File: config.mk
export PLATFORM = sky130hd
export DESIGN_NAME = connect_line_scanner
export DESIGN_NICKNAME = d
export VERILOG_FILES = /design/src/rtl/connect_line_scanner.sv
export SDC_FILE = /design/constraint.sdc
export NUM_CORES = 1
export LEC_CHECK = 0
export ABC_AREA = 1
export CAP_MARGIN = 20
export CELL_PAD_IN_SITES_DETAIL_PLACEMENT = 0
export CELL_PAD_IN_SITES_GLOBAL_PLACEMENT = 1
export CORE_ASPECT_RATIO = 0.9
export CORE_UTILIZATION = 39
export CTS_CLUSTER_DIAMETER = 150
export DETAILED_ROUTE_END_ITERATION = 6
export PLACE_DENSITY = 0.84
export SLEW_MARGIN = 10
export SYNTH_ARGS = -nofsm -noshare
export SYNTH_HDL_FRONTEND = slang
export SYNTH_SLANG_ARGS = --single-unit
File: constraint.sdc
create_clock -name clock -period 1.6 [get_ports clock]
set_input_delay 0.16 -clock clock [delete_from_list [all_inputs] [get_ports clock]]
set_output_delay 0.16 -clock clock [all_outputs]
set_load 0.03 [all_outputs]
File: src/rtl/connect_line_scanner.sv
// rtl/connect_line_scanner.sv - connect-N line scanner, one cell per clock
//
// Purpose: accepts LINES lines of WIDTH two-bit cells per job and reports
// which players formed a run of CONN consecutive same-token cells in any
// line, plus the line/cell of the first such run.
//
// Optional feature macro: CONNECT_EARLY_EXIT_EN
//   defined   - the first win ends the job (remaining cells/lines skipped)
//   undefined - every line of the job is scanned
//
// Ports:
//   clock      in   single clock, rising edge
//   reset      in   asynchronous active-high reset
//   start      in   begins a job when sampled high in IDLE
//   cells      in   2*WIDTH  one line, cell i at [2i+1:2i]; 01=p1, 10=p2, 00/11 empty
//   line_valid in   cells is valid
//   line_ready out  block accepts a line (LOAD state)
//   busy       out  high in every state except IDLE
//   done       out  one-cycle pulse at job end
//   winner     out  2  bit0 player 1 won, bit1 player 2 won
//   win_line   out  line index of the first detected win
//   win_pos    out  cell index completing the first detected win
module connect_line_scanner #(
  parameter int WIDTH = 7,
  parameter int CONN  = 4,
  parameter int LINES = 6,
  localparam int LW = (LINES > 1) ? $clog2(LINES) : 1,
  localparam int PW = (WIDTH > 1) ? $clog2(WIDTH) : 1
) (
  input  logic               clock,
  input  logic               reset,
  input  logic               start,
  input  logic [2*WIDTH-1:0] cells,
  input  logic               line_valid,
  output logic               line_ready,
  output logic               busy,
  output logic               done,
  output logic [1:0]         winner,
  output logic [LW-1:0]      win_line,
  output logic [PW-1:0]      win_pos
);

  localparam int RW = $clog2(CONN + 1);

  typedef enum logic [1:0] {
    IDLE = 2'd0,
    LOAD = 2'd1,
    SCAN = 2'd2,
    DONE = 2'd3
  } state_t;

  state_t             state;
  state_t             state_next;
  logic [2*WIDTH-1:0] line_buf;
  logic [PW-1:0]      cell_idx;
  logic [LW-1:0]      line_idx;
  logic [RW-1:0]      run_cnt;
  logic [RW-1:0]      run_next;
  logic [1:0]         prev_tok;
  logic [1:0]         tok;
  logic               tok_valid;
  logic               last_cell;
  logic               last_line;
  logic               hit;
  logic               stop_early;

  // The captured line is shifted right each SCAN cycle, so the cell under
  // examination is always in the two LSBs.
  assign tok       = line_buf[1:0];
  assign tok_valid = (tok == 2'b01) || (tok == 2'b10);
  assign last_cell = (cell_idx == PW'(WIDTH - 1));
  assign last_line = (line_idx == LW'(LINES - 1));

`ifdef CONNECT_EARLY_EXIT_EN
  assign stop_early = (winner != 2'b00);
`else
  assign stop_early = 1'b0;
`endif

  // Run length including the current cell; saturates at CONN so a long run
  // cannot overflow the counter.
  always_comb begin
    run_next = '0;
    if (tok_valid) begin
      if (tok == prev_tok) begin
        run_next = (run_cnt == RW'(CONN)) ? run_cnt : run_cnt + 1'b1;
      end else begin
        run_next = RW'(1);
      end
    end
  end

  assign hit = (state == SCAN) && !stop_early && tok_valid && (run_next == RW'(CONN));

  always_ff @(posedge clock or posedge reset) begin
    if (reset) begin
      state <= IDLE;
    end else begin
      state <= state_next;
    end
  end

  always_comb begin
    state_next = state;
    line_ready = 1'b0;
    case (state)
      IDLE: begin
        if (start) begin
          state_next = LOAD;
        end
      end
      LOAD: begin
        // A win on the last cell of a line lands here; leave without
        // accepting another line.
        if (stop_early) begin
          state_next = DONE;
        end else begin
          line_ready = 1'b1;
          if (line_valid) begin
            state_next = SCAN;
          end
        end
      end
      SCAN: begin
        if (stop_early) begin
          state_next = DONE;
        end else if (last_cell) begin
          state_next = last_line ? DONE : LOAD;
        end
      end
      DONE: begin
        state_next = IDLE;
      end
      default: begin
        state_next = IDLE;
      end
    endcase
  end

  assign busy = (state != IDLE);
  assign done = (state == DONE);

  always_ff @(posedge clock or posedge reset) begin
    if (reset) begin
      line_buf <= '0;
      cell_idx <= '0;
      line_idx <= '0;
      run_cnt  <= '0;
      prev_tok <= '0;
      winner   <= '0;
      win_line <= '0;
      win_pos  <= '0;
    end else begin
      case (state)
        IDLE: begin
          if (start) begin
            winner   <= '0;
            win_line <= '0;
            win_pos  <= '0;
            line_idx <= '0;
            run_cnt  <= '0;
          end
        end
        LOAD: begin
          if (line_ready && line_valid) begin
            line_buf <= cells;
            cell_idx <= '0;
            run_cnt  <= '0;
            prev_tok <= '0;
          end
        end
        SCAN: begin
          if (!stop_early) begin
            line_buf <= {2'b00, line_buf[2*WIDTH-1:2]};
            prev_tok <= tok;
            run_cnt  <= run_next;
            cell_idx <= cell_idx + 1'b1;
            if (last_cell && !last_line) begin
              line_idx <= line_idx + 1'b1;
            end
            if (hit) begin
              // Token encoding 01/10 maps directly onto winner bit0/bit1.
              winner <= winner | tok;
              if (winner == 2'b00) begin
                win_line <= line_idx;
                win_pos  <= cell_idx;
              end
            end
          end
        end
        default: begin
        end
      endcase
    end
  end

endmodule

==> results.json, run 1 <==
{
  "synthFlopType": "dfrtp_1",
  "crit_chain": "clkdlybuf4s50_1",
  "power_switching_mw": 1.67,
  "grt_overflow": 0,
  "post-place-ws_ns": 0.0586,
  "finalCriticalPeriod_ns": 1.49,
  "placedCellCount": 306,
  "cts_hold_buf": 0,
  "slew_viol_final": 0,
  "synthXorXnorAreaFrac_pct": 0.493,
  "crit_buf_inv": 1,
  "yosys-top-cells-area": "dfrtp_1 49%, nand2_1 13%, inv_1 7.0%",
  "vias": 1500,
  "async_flop_share_pct": 100,
  "tns_ns": 0,
  "area_delta_synth_final_pct": 30.7,
  "antenna_found_initial": 0,
  "clockBufferDepth": 2,
  "power_density_nw_per_um2": 1680,
  "drt_iter0_markers": 77,
  "synth_compound_area_share_pct": 14.4,
  "critPathLaunchType": "flop",
  "syn_avg_cell_area_um2": 8.11,
  "critPathSlowestCell": "clkdlybuf4s50_1",
  "grt_pass1_vias": 1488,
  "grt_pass1_wl_um": 6460,
  "wl_met3_um": 119,
  "synth_edf_count": 0,
  "post_dp_cell_area_um2": 2160,
  "arrival_ns": 1.33,
  "row_count": 22,
  "p_int_mw": 2.23,
  "htree_levels": 2,
  "cts_sinks": 35,
  "fin_nets": 281,
  "synthSimpleGateAreaFrac_pct": 22.4,
  "vdd_drop_max_uv": 802,
  "p_seq_share_pct": 35.1,
  "status": "finished, final reports clean",
  "fin_ws_ns": 0.107,
  "drive_above_1_share_pct": 15.2,
  "final_cell_area_um2": 2320,
  "synth_area_um2": 1780,
  "grt_usage_pct": 17.3,
  "synth_fa_ha_area_share_pct": 4.23,
  "wl_met2_um": 1700,
  "initial_core_util_pct": 42.2,
  "critPathMaxStageDelay_ns": 0.68,
  "io_buffers": 28,
  "wl_met1_um": 1810,
  "synth_cell_types": 23,
  "die_w_um": 73.1,
  "hold_slack_ns": 0.293,
  "swShare_pct": 42.7,
  "crit_cells": 1,
  "die_h_um": 66.0,
  "path_clk_slew_ns": 0.07,
  "leakage_nw": 1.09,
  "setup_viol_count_final": 0,
  "first_pass_iters": 4,
  "utilization_pct": 55.1,
  "core_area_um2": 4210,
  "fp.dieArea_um2": 4830,
  "crit_fanout": 2,
  "yosysSeqAreaShare_pct": 49.3,
  "cts-buffers-inserted": 5,
  "drc": 0,
  "synth_area_leader_cell": "dfrtp_1",
  "ys_warn_count": 0,
  "synth_seq_cells": 35,
  "place.gp.congestion": 0.763,
  "synth.net_count": 243,
  "dp_hpwl_um": 2490,
  "clkPwrFrac_pct": 16.4,
  "cts_tree": "done",
  "worst_pin_slew_ns": 0.458,
  "fmax_ghz": 0.670,
  "r2r_cells": 12,
  "fin_crit_sh_pct": 93.3,
  "cp.required_ns": 1.44,
  "antenna_left": 0,
  "post_synth_inst_count": 219,
  "critPathTopFamily": "buffers and inverters",
  "hp-class": "input port to asynchronous set/reset pin",
  "pwr-share-comb_pct": 48.4,
  "synthMuxAreaShare_pct": 0,
  "io_pins": 29,
  "post_drt_wl_per_cell_um": 11.5,
  "synth_top_area_share_pct": 49.3,
  "antennaDiodeCount": 0,
  "worstSkewPairLatency_ns": 0.28,
  "grt_max_degree": 36,
  "drv_cap": 0,
  "p_total_mw": 3.90,
  "critPathCaptureType": "output pin",
  "fin_cells": 317,
  "routed_wl_um": 3640,
  "finalHoldViolCount": 0,
  "slew_headroom_pct": 69.5,
  "worstSetupPathType": "flop to output pin",
  "cts_root_buffer": "clkbuf_8",
  "synth_top_family_by_area": "simple AND/OR/NAND/NOR gates",
  "routed.top_layer": "met4",
  "finClkSkew_ns": 0.00565,
  "viasPerCell": 4.73
}
metal layers:
layer,track usage [%],vias up
li1,-,777
met1,22.1,705
met2,29.6,16
met3,3.81,2
met4,4.41,0
met5,0,-
sequential cells by signal, summed over array words and instances, names as in the netlist, 3 cells and up:
| name | flops |
|---|---|
| line_idx | 3 |
| cell_idx | 3 |
| line_buf | 14 |
| win_pos | 3 |
| run_cnt | 3 |
| win_line | 3 |
cell families (layout without fill, tap and decap cells):
| group | Yosys count | in the layout |
|---|---|---|
| flip-flops | 35 | 35 |
| XOR/XNOR | 1 | 1 |
| AND/OR/NAND/NOR | 93 | 94 |
| buffers and inverters | 42 | 79 |
| AO/OA/AOI/OAI | 42 | 42 |
| adder cells (fa/ha/maj) | 6 | 6 |
path summary, 6_finish.rpt:
check	startpoint	end	slack, ns
setup reg to reg	run_cnt[0]$_DFFE_PP0P_	win_line[0]$_DFFE_PP0P_	0.13
setup / recovery	win_line[2]$_DFFE_PP0P_	win_line[2]	0.11
max in group asynchronous	reset	state[0]$_DFFE_PP0P_	0.97
min in group clock	cells[13]	line_buf[13]$_DFFE_PP0P_	0.45
hold reg to reg	win_pos[0]$_DFFE_PP0P_	win_pos[0]$_DFFE_PP0P_	0.48
hold / removal	reset	line_buf[10]$_DFFE_PP0P_	0.29
power by group through the flow:
stage / Sequential (mW) / Clock [mW] / Combinational (mW)
2_1_floorplan: 1.44 / 0 / 1.18
3_3_place_gp: 1.38 / 0 / 1.78
3_5_place_dp: 1.39 / 0 / 1.79
4_1_cts: 1.37 / 0.660 / 1.77
5_1_grt: 1.41 / 0.684 / 2.16
6_report: 1.37 / 0.641 / 1.89
cell usage after synthesis, types with 2 or more instances:
cell type  count
nand3_1       15
nor2_2         2
nor2_1        12
ha_1           6
o31ai_1        2
o21ai_0       20
inv_1         33
dfrtp_1       35
o22ai_1        4
nand2_1       60
inv_2          2
o211ai_1      12
buf_2          4
nand2_4        2
buf_1          2
cell type report:
| class | instances | area, um^2 |
|---|---|---|
| clock buffers | 6 | 82.6 |
| clock inverters | 1 | 5.00 |
| fillers | 411 | 1890 |
| inverters | 35 | 131 |
| multi-input cells | 143 | 788 |
| flip-flops and latches | 35 | 877 |
| well taps | 60 | 75.1 |
| repair buffers | 37 | 360 |
placed cells by master, fill, tap and decap left out, drive strengths merged:
master	instances
o31ai	2
xor2	1
o22ai	4
inv	35
or2	1
buf	9
ha	6
o21ai	22
nor2	15
clkbuf	6
dlygate4sd2	3
o211ai	12
dfrtp	35
clkdlybuf4s50	25
a21oi	1
a31oi	1
clkinv	1
nand3	15
nand2	63
repair_timing:
action / 4_1_cts / 5_1_grt
gates resized for setup: 3 / 17
cloned: 0 / 1
setup buffers: 0 / 3
endpoints found under the setup margin: 3 / 11
pin swaps: 0 / 5
(Power assumes the default switching activity.)
==> run 2, diff against run 1 <==
CAP_MARGIN = unset   (was 20)
SLEW_MARGIN = unset   (was 10)
==> results of run 2 <==
Same layout as run 1: the final DEF is identical, and so are final timing and power.
==> run 3, diff against run 2 <==
CTS_CLUSTER_DIAMETER = unset   (was 150)
==> results of run 3 <==
Same layout as run 1: the final DEF is identical, and so are final timing and power.
